$ cat src/rtl/snes_pad_responder.sv
// SNES controller emulator: answers the poller's latch/clock handshake by
// shifting out a 16-bit active-low button frame on serial_data.
module snes_pad_responder #(
  parameter int SYNC_STAGES    = 2,
  parameter int FRAME_BITS     = 16,
  parameter int TIMEOUT_CYCLES = 4096
) (
  input  logic        clk,
  input  logic        reset,
  input  logic        snes_clk,
  input  logic        data_latch,
  input  logic [11:0] buttons,
  output logic        serial_data,
  output logic        frame_done,
  output logic [4:0]  bit_index
);

  localparam int TMO_W = $clog2(TIMEOUT_CYCLES) + 1;
  localparam int PAD_W = FRAME_BITS - 12;
  localparam logic [TMO_W-1:0] TMO_MAX  = TMO_W'(TIMEOUT_CYCLES);
  localparam logic [4:0]       LAST_IDX = 5'(FRAME_BITS - 1);
  localparam logic [4:0]       FULL_IDX = 5'(FRAME_BITS);

  typedef enum logic [1:0] {
    S_IDLE,
    S_LATCH,
    S_SHIFT,
    S_DONE
  } state_t;

  logic [SYNC_STAGES-1:0] clk_sync_p0;
  logic [SYNC_STAGES-1:0] latch_sync_p0;
  logic                   clk_d_p1;
  logic                   latch_d_p1;
  logic                   clk_rise;
  logic                   latch_rise;
  logic                   latch_fall;

  state_t                 state;
  logic [FRAME_BITS-1:0]  shift_reg;
  logic [FRAME_BITS-1:0]  load_val;
  logic [FRAME_BITS-1:0]  shift_nxt;
  logic [TMO_W-1:0]       tmo_cnt;

  // Stage p0: synchronisers; stage p1: edge-detect registers
  always_ff @(posedge clk or negedge reset) begin
    if (!reset) begin
      clk_sync_p0   <= '1;
      latch_sync_p0 <= '0;
      clk_d_p1      <= 1'b1;
      latch_d_p1    <= 1'b0;
    end else begin
      clk_sync_p0   <= {clk_sync_p0[SYNC_STAGES-2:0], snes_clk};
      latch_sync_p0 <= {latch_sync_p0[SYNC_STAGES-2:0], data_latch};
      clk_d_p1      <= clk_sync_p0[SYNC_STAGES-1];
      latch_d_p1    <= latch_sync_p0[SYNC_STAGES-1];
    end
  end

  assign clk_rise   =  clk_sync_p0[SYNC_STAGES-1]   & ~clk_d_p1;
  assign latch_rise =  latch_sync_p0[SYNC_STAGES-1] & ~latch_d_p1;
  assign latch_fall = ~latch_sync_p0[SYNC_STAGES-1] &  latch_d_p1;

  assign load_val  = {{PAD_W{1'b1}}, ~buttons};
  assign shift_nxt = {1'b1, shift_reg[FRAME_BITS-1:1]};

  // Stage p2: frame FSM with registered line outputs
  always_ff @(posedge clk or negedge reset) begin
    if (!reset) begin
      state       <= S_IDLE;
      shift_reg   <= '1;
      serial_data <= 1'b1;
      frame_done  <= 1'b0;
      bit_index   <= '0;
      tmo_cnt     <= '0;
    end else begin
      frame_done <= 1'b0;
      if (latch_rise) begin
        // A new latch always wins, aborting whatever frame was in flight
        state       <= S_LATCH;
        shift_reg   <= load_val;
        serial_data <= load_val[0];
        bit_index   <= '0;
        tmo_cnt     <= '0;
      end else begin
        case (state)
          S_IDLE: begin
            serial_data <= 1'b1;
          end
          S_LATCH: begin
            bit_index <= '0;
            tmo_cnt   <= '0;
            if (latch_fall) begin
              state       <= S_SHIFT;
              serial_data <= shift_reg[0];
            end else begin
              shift_reg   <= load_val;
              serial_data <= load_val[0];
            end
          end
          S_SHIFT: begin
            if (clk_rise) begin
              tmo_cnt   <= '0;
              shift_reg <= shift_nxt;
              if (bit_index >= LAST_IDX) begin
                state       <= S_DONE;
                frame_done  <= 1'b1;
                bit_index   <= FULL_IDX;
                serial_data <= 1'b0;
              end else begin
                bit_index   <= bit_index + 5'd1;
                serial_data <= shift_nxt[0];
              end
            end else if (tmo_cnt >= TMO_MAX) begin
              state       <= S_IDLE;
              shift_reg   <= '1;
              serial_data <= 1'b1;
              bit_index   <= '0;
              tmo_cnt     <= '0;
            end else begin
              tmo_cnt <= tmo_cnt + 1'b1;
            end
          end
          S_DONE: begin
            serial_data <= 1'b0;
          end
          default: begin
            state       <= S_IDLE;
            serial_data <= 1'b1;
          end
        endcase
      end
    end
  end

endmodule

$ cat config.mk
export PLATFORM = sky130hd
export DESIGN_NAME = snes_pad_responder
export DESIGN_NICKNAME = d
export VERILOG_FILES = /design/src/rtl/snes_pad_responder.sv
export SDC_FILE = /design/constraint.sdc
export NUM_CORES = 1
export LEC_CHECK = 0
export CORE_MARGIN = 3
export CORE_UTILIZATION = 35
export DETAILED_ROUTE_END_ITERATION = 8
export PLACE_DENSITY = 0.63
export SYNTH_ARGS = -nofsm -noshare
export SYNTH_HDL_FRONTEND = slang
export SYNTH_SLANG_ARGS = --single-unit
$ cat constraint.sdc
create_clock -name clk -period 2.7 [get_ports clk]
set_clock_uncertainty 0.1 [all_clocks]
set_input_delay 0.54 -clock clk [delete_from_list [all_inputs] [get_ports clk]]
set_output_delay 0.54 -clock clk [all_outputs]
set_load 0.005 [all_outputs]
After elaboration in Yosys (flattened, before gate mapping)
Index checks and enable logic that the tools add are counted.
{ "totals": {"ff_bits": 44, "input_bits": 16, "wordCells": 63, "out_inout_bits": 7} }
{ "op_classes": {"n_eq_ne": 7, "add_sub_neg": 2, "magnitude_cmp": 2, "reduce_logical": 5, "muxes": 30, "n_bitwise": 7} }
{ "ops": {"columns": ["op", "n"], "rows": [
  ["16-bit 2-to-1 mux", 4],
  ["13-bit 2-to-1 mux", 3],
  ["16-bit one-hot mux with 2 select lines", 1],
  ["13-bit one-hot mux with 2 select lines", 1],
  ["5-bit 2-to-1 mux", 4],
  ["13-bit by 1-bit adder with 13-bit output (second input constant)", 1],
  ["13-bit >= comparator (second input constant)", 1],
  ["12-bit NOT", 1],
  ["2-bit 2-to-1 mux", 5],
  ["5-bit one-hot mux with 2 select lines", 1],
  ["1-bit 2-to-1 mux", 9],
  ["4-bit != test (second input constant)", 2],
  ["3-bit != test (second input constant)", 2],
  ["5-bit by 1-bit adder with 5-bit output (second input constant)", 1],
  ["5-bit by 4-bit >= comparator with 1-bit output (second input constant)", 1],
  ["2-bit == test (second input constant)", 2],
  ["1-bit one-hot mux with 4 select lines", 1],
  ["2-bit one-hot mux with 2 select lines", 1],
  ["4-bit AND reduction", 1],
  ["1-bit AND", 3],
  ["1-bit NOT", 3],
  ["3-bit AND reduction", 1],
  ["3-bit nonzero test", 1],
  ["2-bit by 1-bit == test with 1-bit output (second input constant)", 1],
  ["2 further kinds", 2]
]} }

Logic depth before layout (Yosys ltp)
Gate-level depths: netlist of run 1.
{ "depth": {"word_depth": 5, "mapped_depth": 8, "depth_no_buf": 7} }

Least setup slack after synthesis of run 1
No wires, ideal clock.
{ "synth_timing": {"kind": "register -> register", "start": "register latch_sync_p0[1]", "end": "register shift_reg[10]", "stages_incl_launch_ff": 8, "t_required_ns": 2.518, "path_buffers": 2, "setup_slack_ns": 0.797, "setup_ns": 0.082, "synth_period_minus_slack_ns": 1.903, "arrival_ns": 1.721, "path_cell_list": "dfrtp_1 > ha_1 > or3b_1 > buf_2 > buf_6 > nor3_1 > a21oi_1 > mux2_2"} }
{ "synth_via": {"elab_chain_cells": 4, "elab_cells_between_ends": 8, "cone_classes": "2 x eq/ne; 1 x mux; 3 x bitwise; 2 x reduce/logical"} }
{ "synth_lines": {"columns": ["element", "line", "source"], "rows": [
  ["start: declaration", "32", "logic [SYNC_STAGES-1:0] latch_sync_p0;"],
  ["start signal: assignment", "54", "latch_sync_p0 <= {latch_sync_p0[SYNC_STAGES-2:0], data_latch};"],
  ["1-bit NOT", "62", "assign latch_fall = ~latch_sync_p0[SYNC_STAGES-1] & latch_d_p1;"],
  ["1-bit AND", "62", null],
  ["3-bit != test (no source line)", null, null],
  ["3-bit AND reduction (no source line)", null, null],
  ["end signal: assignment", "81", "shift_reg <= load_val;"],
  ["end signal: assignment", "97", "shift_reg <= load_val;"],
  ["end signal: assignment", "104", "shift_reg <= shift_nxt;"],
  ["end: declaration", "40", "logic [FRAME_BITS-1:0] shift_reg;"]
]} }
Parallel ways exist; a longest one is shown, timed or not.
A chain may end at the register's enable or synchronous reset.

Worst setup path in the final report of run 1
{ "layout_timing": {"start": "register bit_index[0]", "end": "register serial_data"} }
{ "layout_via": {"elab_chain_cells": 5} }
{ "layout_lines": {"columns": ["element", "line", "source"], "rows": [
  ["start: declaration", "15", "output logic [4:0] bit_index"],
  ["start signal: assignment", "111", "bit_index <= bit_index + 5'd1;"],
  ["5-bit by 4-bit >= comparator with 1-bit output", "105", "if (bit_index >= LAST_IDX) begin"],
  ["1-bit 2-to-1 mux", "105", null],
  ["1-bit 2-to-1 mux", "102", "if (clk_rise) begin"],
  ["1-bit one-hot mux with 4 select lines", "86", "case (state)"],
  ["1-bit 2-to-1 mux", "78", "if (latch_rise) begin"],
  ["end signal: assignment", "82", "serial_data <= load_val[0];"],
  ["end signal: assignment", "95", "serial_data <= shift_reg[0];"],
  ["end signal: assignment", "112", "serial_data <= shift_nxt[0];"],
  ["end: declaration", "13", "output logic serial_data,"]
]} }
No other way between the ends.

==> results of run 1 <==
==> worst reg2reg max path: stages, from the launching register on <==
cell and delay [ps]:
dfrtp_1 420, ha_1 230, and3_1 190, ha_1 170
nor2_1 200, a311oi_1 130, a2111oi_0 370, o22a_1 200
==> layout make-up <==
type,instances,area [sq um],share of cell area [%]
multi-input combinational,128,912.1,38.15
timing repair buffer,26,245.2,10.26
inverter,6,22.52,0.9419
sequential,40,1021,42.70
clock inverter,1,5.005,0.2093
clock buffer,7,97.59,4.082
tap,70,87.58,3.663
==> metal layers <==
metal | global-route usage [%] | up-vias
li1 | - | 709
met1 | 17.09 | 705
met2 | 18.89 | 19
met3 | 3.289 | 4
met4 | 4.485 | 0
met5 | 0 | -
==> through the flow <==
step	utilization [%]	setup WS, ps	cells	hold slack, ps
global route	45.09	467.8	278	261.3
CTS	45.09	637.2	278	252.5
detailed placement	43.16	654.8	270	234.7
finish	45.09	636.3	278	249.5
global placement	43.16	703.6	270	233.5
floorplan	-	796.7	183	144.4
==> path summary, 6_finish.rpt <==
| path | to | start | cells past startpoint | slack [ps] |
|---|---|---|---|---|
| max in group asynchronous | bit_index[1] | reset | 1 | 1690 |
| hold reg to reg | latch_sync_p0[1] | latch_sync_p0[0] | 0 | 250 |
| min in group clk | latch_sync_p0[1] | latch_sync_p0[0] | 0 | 250 |
| setup / recovery | serial_data | bit_index[0] | 7 | 640 |
| hold / removal | tmo_cnt[5] | reset | 1 | 250 |
| setup reg to reg | serial_data | bit_index[0] | 7 | 640 |
==> placed cells by master (no fill, tap or decap), types with 2 or more instances in the layout <==
master           Yosys  layout
a21oi_1             18      18
nand2b_1             4       4
nor2_1              11      11
nor3_1              13      13
buf_4                0       4
mux2_2              11      11
dfstp_2             16      16
xor2_1               8       8
nand2_1              6       6
nand3_1              2       2
and2_1               2       2
dfrtp_1             24      24
inv_1                6       6
mux2_1               2       2
and4_1               2       2
or3_1                2       2
a22o_1               3       3
and3_1               3       3
clkdlybuf4s50_1      0      21
o22a_1               2       2
nor2b_1              3       3
o21ai_1              2       2
clkbuf_8             0       5
o2111ai_1            6       6
o21ai_0              4       4
ha_1                 7       7
==> kinds of logic (layout without fill, tap and decap cells) <==
group | Yosys count | in the layout | share of synthesized area, %
buffers and inverters | 15 | 40 | 3.376
xor gates and xnor gates | 9 | 9 | 4.316
DFF | 40 | 40 | 51.03
muxes | 13 | 13 | 7.317
adders and majority gates | 7 | 7 | 4.378
and+or+nand+nor | 55 | 55 | 15.13
AOI/OAI and AO/OA | 44 | 44 | 14.45
==> report_power, final <==
| part | total (uW) | internal [uW] | switching [uW] | leakage [uW] |
|---|---|---|---|---|
| Sequential | 818 | 745 | 72.4 | 0.000492 |
| Combinational | 301 | 152 | 149 | 0.000440 |
| Clock | 443 | 237 | 206 | 0.0000534 |
==> impl_metrics.csv, run 1 <==
group,metric,value,unit
clock_network,cts_max_level,2,
power,p_leak,0.0009856,uW
drt,met2_routed_wirelength,1636,um
global_routing,grt_antenna_before_repair,0,
power,power_density,653.0,nW/um^2
yosys,netlist.top_cell.by_area,"dfrtp_1",
yosys,ys_async_sr_fraction,100.0,%
critical_path,critical_path_most_common_cell,"ha_1",
timing,final.period_utilization,76.43,%
clock_network,cts_tree,"yes",
clock_network,cts.path.max_buffers,2,
finish,number_of_flip_flops_under_the_largest_register_name,13,
yosys,yosys_warnings,0,
worst_hold_path,hold_removal_path_class,"primary input to asynchronous set/reset pin",
timing,finalWorstPathRequiredPeriod,2064,ps
clock_network,inserted_clock_buffers,5,
finish,syn2layout_area_growth,19.51,%
yosys,yosysUniqueCellTypes,44,
critical_path,setup.worst_path.end_class,"register",
yosys,postSynth.topFlopCell,"dfrtp_1",
yosys,synth_top_cells_by_count,"dfrtp_1 (24), a21oi_1 (18), dfstp_2 (16)",
power,total_power,1561,uW
clock_network,clock_transition_at_the_registers_of_the_reported_paths,80,ps
yosys,synth.most_common_cell,"dfrtp_1",
floorplan,fp.coreArea,5303,sq um
run,max_cap_violations,0,
drt,drt-met1-wl,1851,um
critical_path,worst_path_dominant_cell_family,"compound AO/OA/AOI/OAI gates",
critical_path,cp.buffers_inverters,0,
finish,final_area,2391,sq um
yosys,seq_area_frac_synth,51.03,%
critical_path,slowest_delay,420,ps
global_routing,first_global_vias,1388,
global_routing,maximum_number_of_pins_on_one_net_before_global_route_repair,41,
clock_network,post-cts-setup-buffers,0,
critical_path,path_class,"register to register",
yosys,post-synth-top-area-fraction,30.02,%
drt,routed_length_per_instance,13.09,um
power,irDropWorstVdd,0.0002152,V
drt,totalWireLength,3638,um
critical_path,worst_setup_path_start_kind,"register",
finish,fillerInstances,497,
placed_design,port_buffers,22,
drt,dr_drc_count,0,
clock_network,cts_sinks,40,
finish,post_route_cells_drive_above_1_share,19.71,%
drt,detail_route.iter0.violations,77,
placed_design,hpwlAfterDp,2492,um
yosys,synth.area.top_cells,"dfrtp_1 (30%), dfstp_2 (21%), mux2_2 (6.2%), a21oi_1 (4.5%), ha_1 (4.4%)",
critical_path,timing.critical_path.slowest_stage_cell,"dfrtp_1",
yosys,mappedNetlistArea,2001,sq um
placed_design,gp_congestion,0.7448,
global_routing,grt_remaining_overflow,0,
critical_path,critPathArrivalTime,2200,ps
drt,dr.max_layer_used,"met4",
timing,slew-limit-headroom,42.35,%
yosys,yosys_register_bits,40,
floorplan,die_width,81.61,um
placed_design,placed_cell_area,2288,sq um
floorplan,rows,26,
timing,grt_setup_unrepaired,"false",
timing,total_negative_setup_slacks,0,ps
drt,via_per_inst,5.169,
timing,finalMaxSlewViolations,0,
yosys,syn_inst,183,
yosys,postSynthNetCount,206,
critical_path,max_fanout_on_critical_path,5,
floorplan,die-area,6659,sq um
finish,finalNetCount,230,
timing,hold_viol,0,
drt,vias,1437,
yosys,avgSynthCellArea,10.93,sq um
floorplan,boundaryPins,23,
global_routing,all_layer_gr_usage,12.44,%
drt,detailedRoute.firstPassIterationCount,4,
clock_network,root_buffer,"clkbuf_8",
timing,worst_pin_slew,864.7,ps
finish,antennaDiodeCount,0,
clock_network,hold_buffers,0,
drt,detail-route-antenna-nets,0,
drt,met3RoutedLength,100,um
timing,max_freq,484.6,MHz
timing,report.final.setup_viol,0,
clock_network,insertion_delay_to_the_later_sink_of_the_worst_skew_pair,290,ps
clock_network,cts_repair_resize_count,0,
floorplan,initial_utilization,37.73,%
critical_path,path_cells,"ha_1 > and3_1 > ha_1 > nor2_1 > a311oi_1 > a2111oi_0 > o22a_1",
global_routing,grt_pass1_wl,6417,um
run_status,result_of_the_run,"finished clean",
yosys,number_of_enable_flip_flop_cells_after_synthesis,0,
critical_path,crit_required,2830,ps
floorplan,die_h,81.61,um
Power figures use the tool's default switching activity.
==> run 2: changes to the inputs <==
Settings changed: PLACE_DENSITY 0.63 to 0.65.
Clock period 2.7 ns to 1.8 ns, I/O delays scaled along.
==> impl_metrics.csv, run 2 (synthesis results as in run 1) <==
group,metric,value,unit
run_status,result_of_the_run,"complete, but fails checks",
run_status,violations,"setup timing",
clock_network,clock_transition_at_the_registers_of_the_reported_paths,70,ps
timing,grt_setup_unrepaired,"true",
critical_path,setup.worst_path.end_class,"register",
clock_network,insertion_delay_to_the_later_sink_of_the_worst_skew_pair,290,ps
floorplan,die-area,6659,sq um
global_routing,first_global_vias,1551,
timing,hold_viol,0,
drt,dr_drc_count,0,
clock_network,cts_sinks,40,
global_routing,all_layer_gr_usage,13.96,%
critical_path,path_cells,"ha_4 > or3b_4 > buf_6 > and4b_2 > buf_4 > mux2_2",
finish,number_of_flip_flops_under_the_largest_register_name,13,
clock_network,cts_max_level,2,
timing,worst_pin_slew,510.0,ps
global_routing,grt_pass1_wl,7155,um
finish,final_area,2731,sq um
global_routing,grt_remaining_overflow,0,
critical_path,regToRegEndpoint,"bit_index[0]",
drt,routed_length_per_instance,13.44,um
critical_path,cp.buffers_inverters,2,
timing,final.period_utilization,103.2,%
critical_path,path_class,"register to register",
timing,finalMaxSlewViolations,0,
global_routing,grt_antenna_before_repair,0,
finish,finalNetCount,255,
critical_path,worst_setup_path_start_kind,"register",
worst_hold_path,hold_removal_path_class,"primary input to asynchronous set/reset pin",
finish,syn2layout_area_growth,36.52,%
timing,slew-limit-headroom,66.00,%
placed_design,hpwlAfterDp,2786,um
critical_path,reg2reg_depth,6,
clock_network,root_buffer,"clkbuf_8",
timing,report.final.setup_viol,6,
timing,finalWorstPathRequiredPeriod,1858,ps
critical_path,worst_path_dominant_cell_family,"simple AND/OR/NAND/NOR gates",
drt,detailedRoute.firstPassIterationCount,4,
floorplan,boundaryPins,23,
clock_network,inserted_clock_buffers,5,
critical_path,worst-r2r-setup-slack,-60,ps
critical_path,rr_startpoint,"latch_sync_p0[1]",
clock_network,cts_tree,"yes",
critical_path,timing.critical_path.slowest_stage_cell,"dfrtp_1",
critical_path,slowest_delay,410,ps
clock_network,hold_buffers,0,
floorplan,initial_utilization,37.73,%
floorplan,die_h,81.61,um
drt,detail_route.iter0.violations,47,
finish,commonest_cells_after_routing_fill_and_taps_aside,"buf_4 (26), dfrtp_1 (24), clkdlybuf4s50_1 (19)",
floorplan,rows,26,
clock_network,cts.path.max_buffers,2,
placed_design,gp_congestion,0.7669,
run,max_cap_violations,0,
timing,fin_ws,-58.18,ps
floorplan,die_width,81.61,um
drt,vias,1549,
critical_path,critPathArrivalTime,1990,ps
drt,via_per_inst,5.112,
critical_path,crit_required,1940,ps
global_routing,maximum_number_of_pins_on_one_net_before_global_route_repair,41,
drt,detail-route-antenna-nets,0,
critical_path,max_fanout_on_critical_path,4,
placed_design,port_buffers,22,
finish,antennaDiodeCount,0,
placed_design,placed_cell_area,2469,sq um
drt,totalWireLength,4072,um
floorplan,fp.coreArea,5303,sq um
power,power_density,906.4,nW/um^2
power,p_leak,0.001157,uW
power,irDropWorstVdd,0.0004526,V
finish,final_core_utilization,51.51,%
timing,max_freq,538.2,MHz
finish,layout.cells.most_common,"buf_4",
finish,post_route_cells_drive_above_1_share,37.77,%
## run 2: cell count changes in the layout (fill, tap and decap cells not counted), sizes merged
cell	change
clkdlybuf4s50	-2
clkbuf	+1
dlygate4sd2	+1
buf	+25
clkinv	-1
dlymetal6s2s	+1
## run 2: worst max-delay path by stage
stage	from	end	slack, ps	depth (start not counted)
6_report	latch_sync_p0[1]	bit_index[0]	-60	6
5_1_grt	latch_sync_p0[1]	bit_index[2]	-120	6
4_1_cts	latch_d_p1	bit_index[2]	-60	7
3_5_place_dp	bit_index[0]	serial_data	-130	7
3_3_place_gp	bit_index[0]	serial_data	-120	7
2_1_floorplan	latch_sync_p0[1]	shift_reg[10]	-50	7
## run 2: where the power goes
part	internal, uW	switching (uW)	leakage, uW	total, uW
logic	373	301	0.000625	674
registers	1120	110	0.000492	1230
clock network	275	294	0.0000395	570
total	1770	706	0.00116	2480
## run 2: what timing repair did
action / in CTS / in global routing
gates resized for setup: 28 / 9
pin swaps: 9 / 4
hold endpoints to repair: 0 / 0
setup endpoints to repair: 17 / 23
buffers inserted: 2 / 2
## run 2: through the flow
| stage | setup TNS [ps] | std cells | hold slack (ps) | total power [uW] | setup slack [ps] |
|---|---|---|---|---|---|
| after global routing | -1148 | 303 | 60.75 | 2634 | -124.1 |
| after global placement | -507.3 | 291 | 241.1 | 1807 | -121.9 |
| final | -171.8 | 303 | 9.524 | 2476 | -58.18 |
| after detailed placement | -960.5 | 291 | 237.2 | 1823 | -125.5 |
| after floorplan | -320.8 | 183 | -35.59 | 1555 | -47.68 |
| after CTS | -337.2 | 301 | 24.92 | 2489 | -64.13 |
## run 2: per-layer routing
| layer | part of all wire, % | global-route usage (%) |
|---|---|---|
| met1 | 47 | 17.05 |
| met2 | 47 | 23.21 |
| met3 | 3.6 | 3.399 |
| met4 | 2.3 | 6.478 |
| met5 | 0 | 0 |
## run 2: final cells by class
class	instances	area, sq um
sequential	40	1021
clock buffer	8	80.08
timing repair buffer	51	462.9
inverter	6	22.52
tap	70	87.58
fill	473	2571
multi-input combinational	128	1057
